## config.mk

```make
export PLATFORM = sky130hd
export DESIGN_NAME = lsu_ctrl
export DESIGN_NICKNAME = d
export VERILOG_FILES = /design/src/rtl/lsu_ctrl.sv
export SDC_FILE = /design/constraint.sdc
export NUM_CORES = 1
export LEC_CHECK = 0
export BUFFER_PORTS_ARGS = -buffer_cell sky130_fd_sc_hd__buf_4
export CAP_MARGIN = 10
export CORE_MARGIN = 8
export CORE_UTILIZATION = 45
export CTS_CLUSTER_SIZE = 25
export DETAILED_ROUTE_END_ITERATION = 7
export HOLD_SLACK_MARGIN = 0.12
export PLACE_DENSITY = 0.74
export RECOVER_POWER = 50
export REMOVE_ABC_BUFFERS = 1
export SYNTH_ARGS = -nofsm -noshare
export SYNTH_HDL_FRONTEND = slang
export SYNTH_SLANG_ARGS = --single-unit
```

## constraint.sdc

```tcl
create_clock -name clk -period 5.9 [get_ports clk]
set_input_delay 1.18 -clock clk [delete_from_list [all_inputs] [get_ports clk]]
set_output_delay 1.18 -clock clk [all_outputs]
set_load 0.02 [all_outputs]
```

## src/rtl/lsu_ctrl.sv

```systemverilog
// Load/store sequencer: validates an execute-stage memory op, runs a req/ack bus access, extends load data.
// Start-to-done latency is 2 cycles minimum; stall holds the pipeline until done or fault, and memReq waits for memAck up to TIMEOUT cycles.
module lsu_ctrl #(
   parameter int TIMEOUT = 16,
   parameter int XLEN    = 32
) (
   input  logic            clk,
   input  logic            rst,
   input  logic            start,
   input  logic            isStore,
   input  logic [2:0]      funct3,
   input  logic [XLEN-1:0] addr,
   input  logic [XLEN-1:0] storeData,
   output logic            stall,
   output logic            done,
   output logic [XLEN-1:0] loadData,
   output logic            fault,
   output logic [1:0]      faultCause,
   output logic            memReq,
   output logic            memWe,
   output logic [XLEN-1:0] memAddr,
   output logic [XLEN-1:0] memWdata,
   output logic [3:0]      memByteEn,
   input  logic            memAck,
   input  logic [XLEN-1:0] memRdata
);

   typedef enum logic [1:0] {IDLE, REQ, DONE, FAULT} state_t;

   state_t          state, state_nxt;
   logic [7:0]      cnt;
   logic [1:0]      lane;
   logic [2:0]      op_f3;
   logic            illegal, misaligned, timeout_hit;
   logic [3:0]      be_nxt;
   logic [XLEN-1:0] wdata_nxt, ld_ext;
   logic [7:0]      ld_byte;
   logic [15:0]     ld_half;

   always_comb begin
      illegal     = (funct3 == 3'b011) || (funct3[2:1] == 2'b11) || (isStore && funct3[2]);
      misaligned  = ((funct3[1:0] == 2'b01) && addr[0]) ||
                    ((funct3[1:0] == 2'b10) && (addr[1:0] != 2'b00));
      timeout_hit = (cnt == 8'(TIMEOUT - 1));
   end

   // Lane enables and replicated store data, computed from the live request inputs.
   always_comb begin
      case (funct3[1:0])
         2'b00:   begin be_nxt = 4'b0001 << addr[1:0];               wdata_nxt = {4{storeData[7:0]}};  end
         2'b01:   begin be_nxt = addr[1] ? 4'b1100 : 4'b0011;        wdata_nxt = {2{storeData[15:0]}}; end
         default: begin be_nxt = 4'b1111;                            wdata_nxt = storeData;            end
      endcase
   end

   // Load extraction uses the lane and width latched when the request was accepted.
   always_comb begin
      ld_byte = memRdata[{lane, 3'b000} +: 8];
      ld_half = lane[1] ? memRdata[31:16] : memRdata[15:0];
      case (op_f3)
         3'b000:  ld_ext = {{(XLEN-8){ld_byte[7]}}, ld_byte};
         3'b100:  ld_ext = {{(XLEN-8){1'b0}}, ld_byte};
         3'b001:  ld_ext = {{(XLEN-16){ld_half[15]}}, ld_half};
         3'b101:  ld_ext = {{(XLEN-16){1'b0}}, ld_half};
         default: ld_ext = memRdata;
      endcase
   end

   always_ff @(posedge clk or posedge rst) begin
      if (rst) state <= IDLE;
      else     state <= state_nxt;
   end

   always_comb begin
      state_nxt = state;
      case (state)
         IDLE:    if (start) state_nxt = (illegal || misaligned) ? FAULT : REQ;
         REQ:     if (memAck) state_nxt = DONE;
                  else if (timeout_hit) state_nxt = FAULT;
         default: state_nxt = IDLE;
      endcase
   end

   always_comb begin
      stall = ((state == IDLE) && start) || (state == REQ);
      done  = (state == DONE);
      fault = (state == FAULT);
   end

   always_ff @(posedge clk or posedge rst) begin
      if (rst) begin
         memReq     <= 1'b0;
         memWe      <= 1'b0;
         memAddr    <= '0;
         memWdata   <= '0;
         memByteEn  <= 4'b0000;
         loadData   <= '0;
         faultCause <= 2'b00;
         cnt        <= 8'd0;
         lane       <= 2'b00;
         op_f3      <= 3'b000;
      end else begin
         case (state)
            IDLE: if (start) begin
               if (illegal)         faultCause <= 2'b10;
               else if (misaligned) faultCause <= 2'b01;
               else begin
                  memReq    <= 1'b1;
                  memWe     <= isStore;
                  memAddr   <= {addr[XLEN-1:2], 2'b00};
                  memWdata  <= isStore ? wdata_nxt : '0;
                  memByteEn <= be_nxt;
                  cnt       <= 8'd0;
                  lane      <= addr[1:0];
                  op_f3     <= funct3;
               end
            end
            REQ: begin
               if (memAck) begin
                  memReq <= 1'b0;
                  memWe  <= 1'b0;
                  if (!memWe) loadData <= ld_ext;
               end else if (timeout_hit) begin
                  memReq     <= 1'b0;
                  memWe      <= 1'b0;
                  faultCause <= 2'b11;
               end else begin
                  cnt <= cnt + 8'd1;
               end
            end
            default: ;
         endcase
      end
   end

endmodule

```

; ---- Word level (Yosys, flattened, before mapping)
; Cells that the tools add are included.
[word_totals]
word_cells = 88
register_bits = 117
output_inout_bits = 107
in_bits = 104
[classes]
reduce_logical = 20
bitwise_logic = 3
n_eq_ne = 19
n_shift = 2
add_sub_neg = 1
n_mux = 32
[op_table]
columns = op, count
row1 = 32-bit case mux with 4 select lines, 1
row2 = 32-bit case mux with 2 select lines, 1
row3 = 8-bit two-way mux, 5
row4 = 32-bit two-way mux, 1
row5 = 32-bit by 6-bit indexed part select with 8-bit output, 1
row6 = 16-bit two-way mux, 1
row7 = 2-bit two-way mux, 8
row8 = 8-bit case mux with 2 select lines, 1
row9 = "2-bit inequality test, second input constant", 6
row10 = 5-bit AND reduction, 2
row11 = "8-bit by 1-bit adder with 8-bit output, second input constant", 1
row12 = "2-bit == test, second input constant", 4
row13 = "8-bit by 4-bit == test with 1-bit output, second input constant", 1
row14 = 1-bit two-way mux, 8
row15 = 2-bit case mux with 2 select lines, 2
row16 = 4-bit case mux with 2 select lines, 1
row17 = "3-bit == test, second input constant", 2
row18 = "3-bit inequality test, second input constant", 2
row19 = 6-bit AND reduction, 1
row20 = 1-bit logical OR, 5
row21 = "2-bit by 1-bit == test with 1-bit output, second input constant", 2
row22 = 1-bit logical AND, 4
row23 = 2-bit logical NOT, 2
row24 = 4-bit two-way mux, 1
row25 = 10 further kinds, 14

; ---- Depth between registers and ports, before layout
[logic_depth]
depth_word = 7
mapped_depth = 9
ltp_nobuf = 6

; ---- Worst setup path after synthesis
; No wires, ideal clock.
[synth_timing]
path_kind = input-to-reg
start = in funct3[0]
end = reg cnt[6]
arrival_time_ns = 2.707
required_time_ns = 5.834
path_stages = 7
path_slack_ns = 3.127
setup_ns = 0.066
n_path_buf = 2
path_cell_list = clkbuf_2 or4_4 buf_6 nand3b_4 nand4_2 or4_1 nand2_1
[synth_between]
elab_chain_cells = 5
elab_cells_between_ends = 11
classes_between = eq/ne: 5 / reduce/logical: 6
[synth_lines]
columns = item, line
row1 = "start, declared", 11  ; input logic [2:0] funct3,
row2 = 3-bit by 2-bit == test with 1-bit output (tied with other cells), 41  ; illegal = (funct3 == 3'b011) || (funct3[2:1] == 2'b11) || (isStore && funct3[2]);
row3 = 1-bit logical OR (tied with other cells), 41
row4 = "1-bit logical OR, on equally long branches", "41, 42"
row5 = 2-bit inequality test (no line), --
row6 = 6-bit AND reduction (no line) *, --
row7 = "end signal, assigned", 128  ; cnt <= cnt + 8'd1;
row8 = "end, declared", 31  ; logic [7:0] cnt;
; Mark *: on every way between the ends. The rest lies on a longest branch, timed or not.
; A chain may end at the register's enable or synchronous reset.

==> flow_metrics.py <==
metrics = {
    "clock_network": {
        "cts.path.max_buffers": 2,
        "root_buffer": "clkbuf_16",
        "cts.sinks": 117,
        "numCtsBuffers": 17,
        "holdBufCountCts": 0,
        "clk_latency_ps": 410,
        "htreeDepth": 4,
        "post_cts_buffers": 0,
        "cts-resized-gates": 0,
        "clkTransAtPathRegs_ps": 60,
        "cts_tree": "built",
    },
    "floorplan": {
        "core_um2": 12100,
        "row_count": 40,
        "die_h_um": 128,
        "io_pins": 211,
        "fp.dieArea_um2": 16300,
        "fp.dieW_um": 128,
        "start_util": 0.464,
    },
    "min_path": {
        "hold_class": "register to register",
        "hold_depth": 2,
        "min_from": "memWdata[1]$_DFFE_PP0P_",
        "hold_end": "memWdata[1]$_DFFE_PP0P_",
    },
    "timing": {
        "setup_violations": 0,
        "fmax_mhz": 281,
        "relSlewSlack": -1.44,
        "fin_setup_tns_ps": 0,
        "worstMarginPinSlew_ps": 3640,
        "setup_slack_ps": 2340,
        "rsz0062_at_grt": "no",
        "hold_viol": 0,
        "final.period_utilization": 0.603,
        "fin_skew_ps": 7.34,
        "period_needed_ps": 3560,
        "hold_ws_ps": 468,
        "slew_viol_final": 82,
    },
    "job": {
        "drv_cap": 1,
    },
    "pwr": {
        "power_leakage_nw": 3.68,
        "switching_share": 0.417,
        "p_clk_frac": 0.270,
        "internal-power_mw": 2.42,
        "p_comb_frac": 0.387,
        "sequentialPowerShare": 0.343,
        "p_total_mw": 4.16,
        "powerDensity_nw_per_um2": 550,
        "peakVddDrop_mv": 0.250,
        "p_sw_mw": 1.73,
    },
    "setup_path": {
        "cp_max_fo": 81,
        "reg2regPathDepth": 6,
        "r2r_end": "memWdata[16]$_DFFE_PP0P_",
        "ff2ff_setup_slack_ps": 3530,
        "worstPathRequired_ps": 6420,
        "worstSetupStartpointType": "input pin",
        "end_kind": "asynchronous set/reset pin",
        "worstSetupPathType": "input pin to asynchronous set/reset pin",
        "cp.arrival_ps": 4080,
        "r2r_start": "state[0]$_DFFE_PP0P_",
    },
    "synthesis": {
        "ys_seq_elements": 117,
        "synth.area.top_cells": "dfrtp_1, nand2_1, mux2_2",
        "synth_ff_type": "dfrtp_1",
        "synth_area_um2": 5600,
        "synth_top_area_frac": 0.523,
        "synth_top_cell_by_area": "dfrtp_1",
        "syn-instance-count": 633,
        "synth_commonest_cells": "nand2_1, dfrtp_1, nor2_1",
        "avgSynthCellArea_um2": 8.85,
        "yosysWarnings": 0,
        "yosysSeqAreaShare": 0.523,
        "synth_edf_count": 0,
        "post-synth-top-count-cell": "nand2_1",
        "netlist-cell-type-count": 43,
        "async_reset_ff_frac": 1.00,
    },
    "routing": {
        "wire_per_inst_um": 17.1,
        "num_vias": 5265,
        "viasPerCell": 5.25,
        "ant_nets": 0,
        "drt_iter0_markers": 454,
        "drc": 0,
        "wl_mm": 17.1,
        "drtPass1Iterations": 5,
    },
    "grt": {
        "grt_max_degree": 82,
        "grt_overflow": 0,
        "grt_use_total": 0.209,
        "antenna_found_initial": 0,
        "grt_pass1_wl_mm": 27.2,
        "grt_pass1_vias": 5402,
    },
    "place": {
        "placed_cells": 971,
        "dp_hpwl_mm": 12.0,
        "pre_cts_ws_ps": 2560,
        "numPortBuffers": 208,
        "gp_congestion": 0.835,
    },
    "outcome": {
        "violations": "capacitance limit, slew limit",
        "status": "complete, but fails checks",
    },
    "finish": {
        "fin_nets": 927,
        "syn2layout_area_growth_pct": 34.8,
        "fin_cells": 1003,
        "diodes": 0,
        "final_layout_size_suffix_gt1_frac": 0.230,
    },
}
## power groups by stage
stage                     Sequential, mW  Combinational, mW  Clock (mW)
after CTS                           1.43               1.86        1.14
final                               1.42               1.61        1.12
after global routing                1.47               1.77        1.18
after detailed placement            1.43               1.86           0
after floorplan                     1.82              0.608           0
after global placement              1.42               1.82           0
## cell type report
cell class | count | area, um^2
clock inverters | 15 | 218
fillers | 1106 | 4510
inverters | 5 | 20.0
flip-flops and latches | 117 | 2930
repair buffers | 213 | 1280
multi-input cells | 468 | 2470
clock buffers | 17 | 425
well taps | 168 | 210
## cells by family after synthesis
family | synth area share
AOI/OAI and AO/OA | 0.104
xor gates and xnor gates | 0.00625
adders and majority gates | 0.00223
buffers and inverters | 0.0384
DFF | 0.523
muxes | 0.0788
other | 0.000669
and+or+nand+nor | 0.247
## state kept, by name, summed over array words and instances, names as in the netlist, 2 cells and up
register    count
loadData       32
memWdata       32
memAddr        30
cnt             8
memByteEn       4
op_f3           3
faultCause      2
lane            2
state           2
## metal layers
| layer | GRT usage | up-vias | part of all wire |
|---|---|---|---|
| met1 | 0.253 | 2497 | 0.42 |
| met3 | 0.0961 | 25 | 0.11 |
| met4 | 0.0741 | 0 | 0.016 |
| met2 | 0.320 | 255 | 0.45 |
| met5 | 0 | - | 0 |
| li1 | - | 2488 | - |
## cells in the final DEF, fill, tap and decap left out, types with 6 or more instances in the layout
cell / instances
mux2_2: 24
buf_4: 127
a22oi_1: 7
o22a_1: 8
dfrtp_1: 117
clkbuf_16: 17
o21ai_0: 21
clkbuf_1: 85
nor2_1: 43
nand3b_1: 7
a21oi_1: 37
nand3_1: 33
nand2_1: 212
mux2i_1: 16
nand2b_1: 7
a31oi_1: 10
inv_6: 6
## worst max-delay path, stage by stage
cell and delay, ps:
clkbuf_4 110, clkinvlp_2 2020, buf_4 700
## worst max path at each step
| stage | from | endpoint | slack, ps | cells after the start |
|---|---|---|---|---|
| finish | rst | loadData[28]$_DFFE_PP0P_ | 2340 | 3 |
| global route | rst | loadData[28]$_DFFE_PP0P_ | 1790 | 3 |
| floorplan | memAck | loadData[16]$_DFFE_PP0P_ | 1260 | 3 |
| CTS | funct3[0] | memWdata[10]$_DFFE_PP0P_ | 2980 | 6 |
| global placement | funct3[0] | memWdata[23]$_DFFE_PP0P_ | 2640 | 6 |
| detailed placement | funct3[0] | memWdata[10]$_DFFE_PP0P_ | 2560 | 6 |
## metrics by stage
stage,area (um^2),util
2_1_floorplan,5410,-
3_3_place_gp,7240,0.600
3_5_place_dp,7240,0.600
4_1_cts,7880,0.653
5_1_grt,7550,0.626
6_report,7550,0.626
Power figures use the tool's default switching activity.
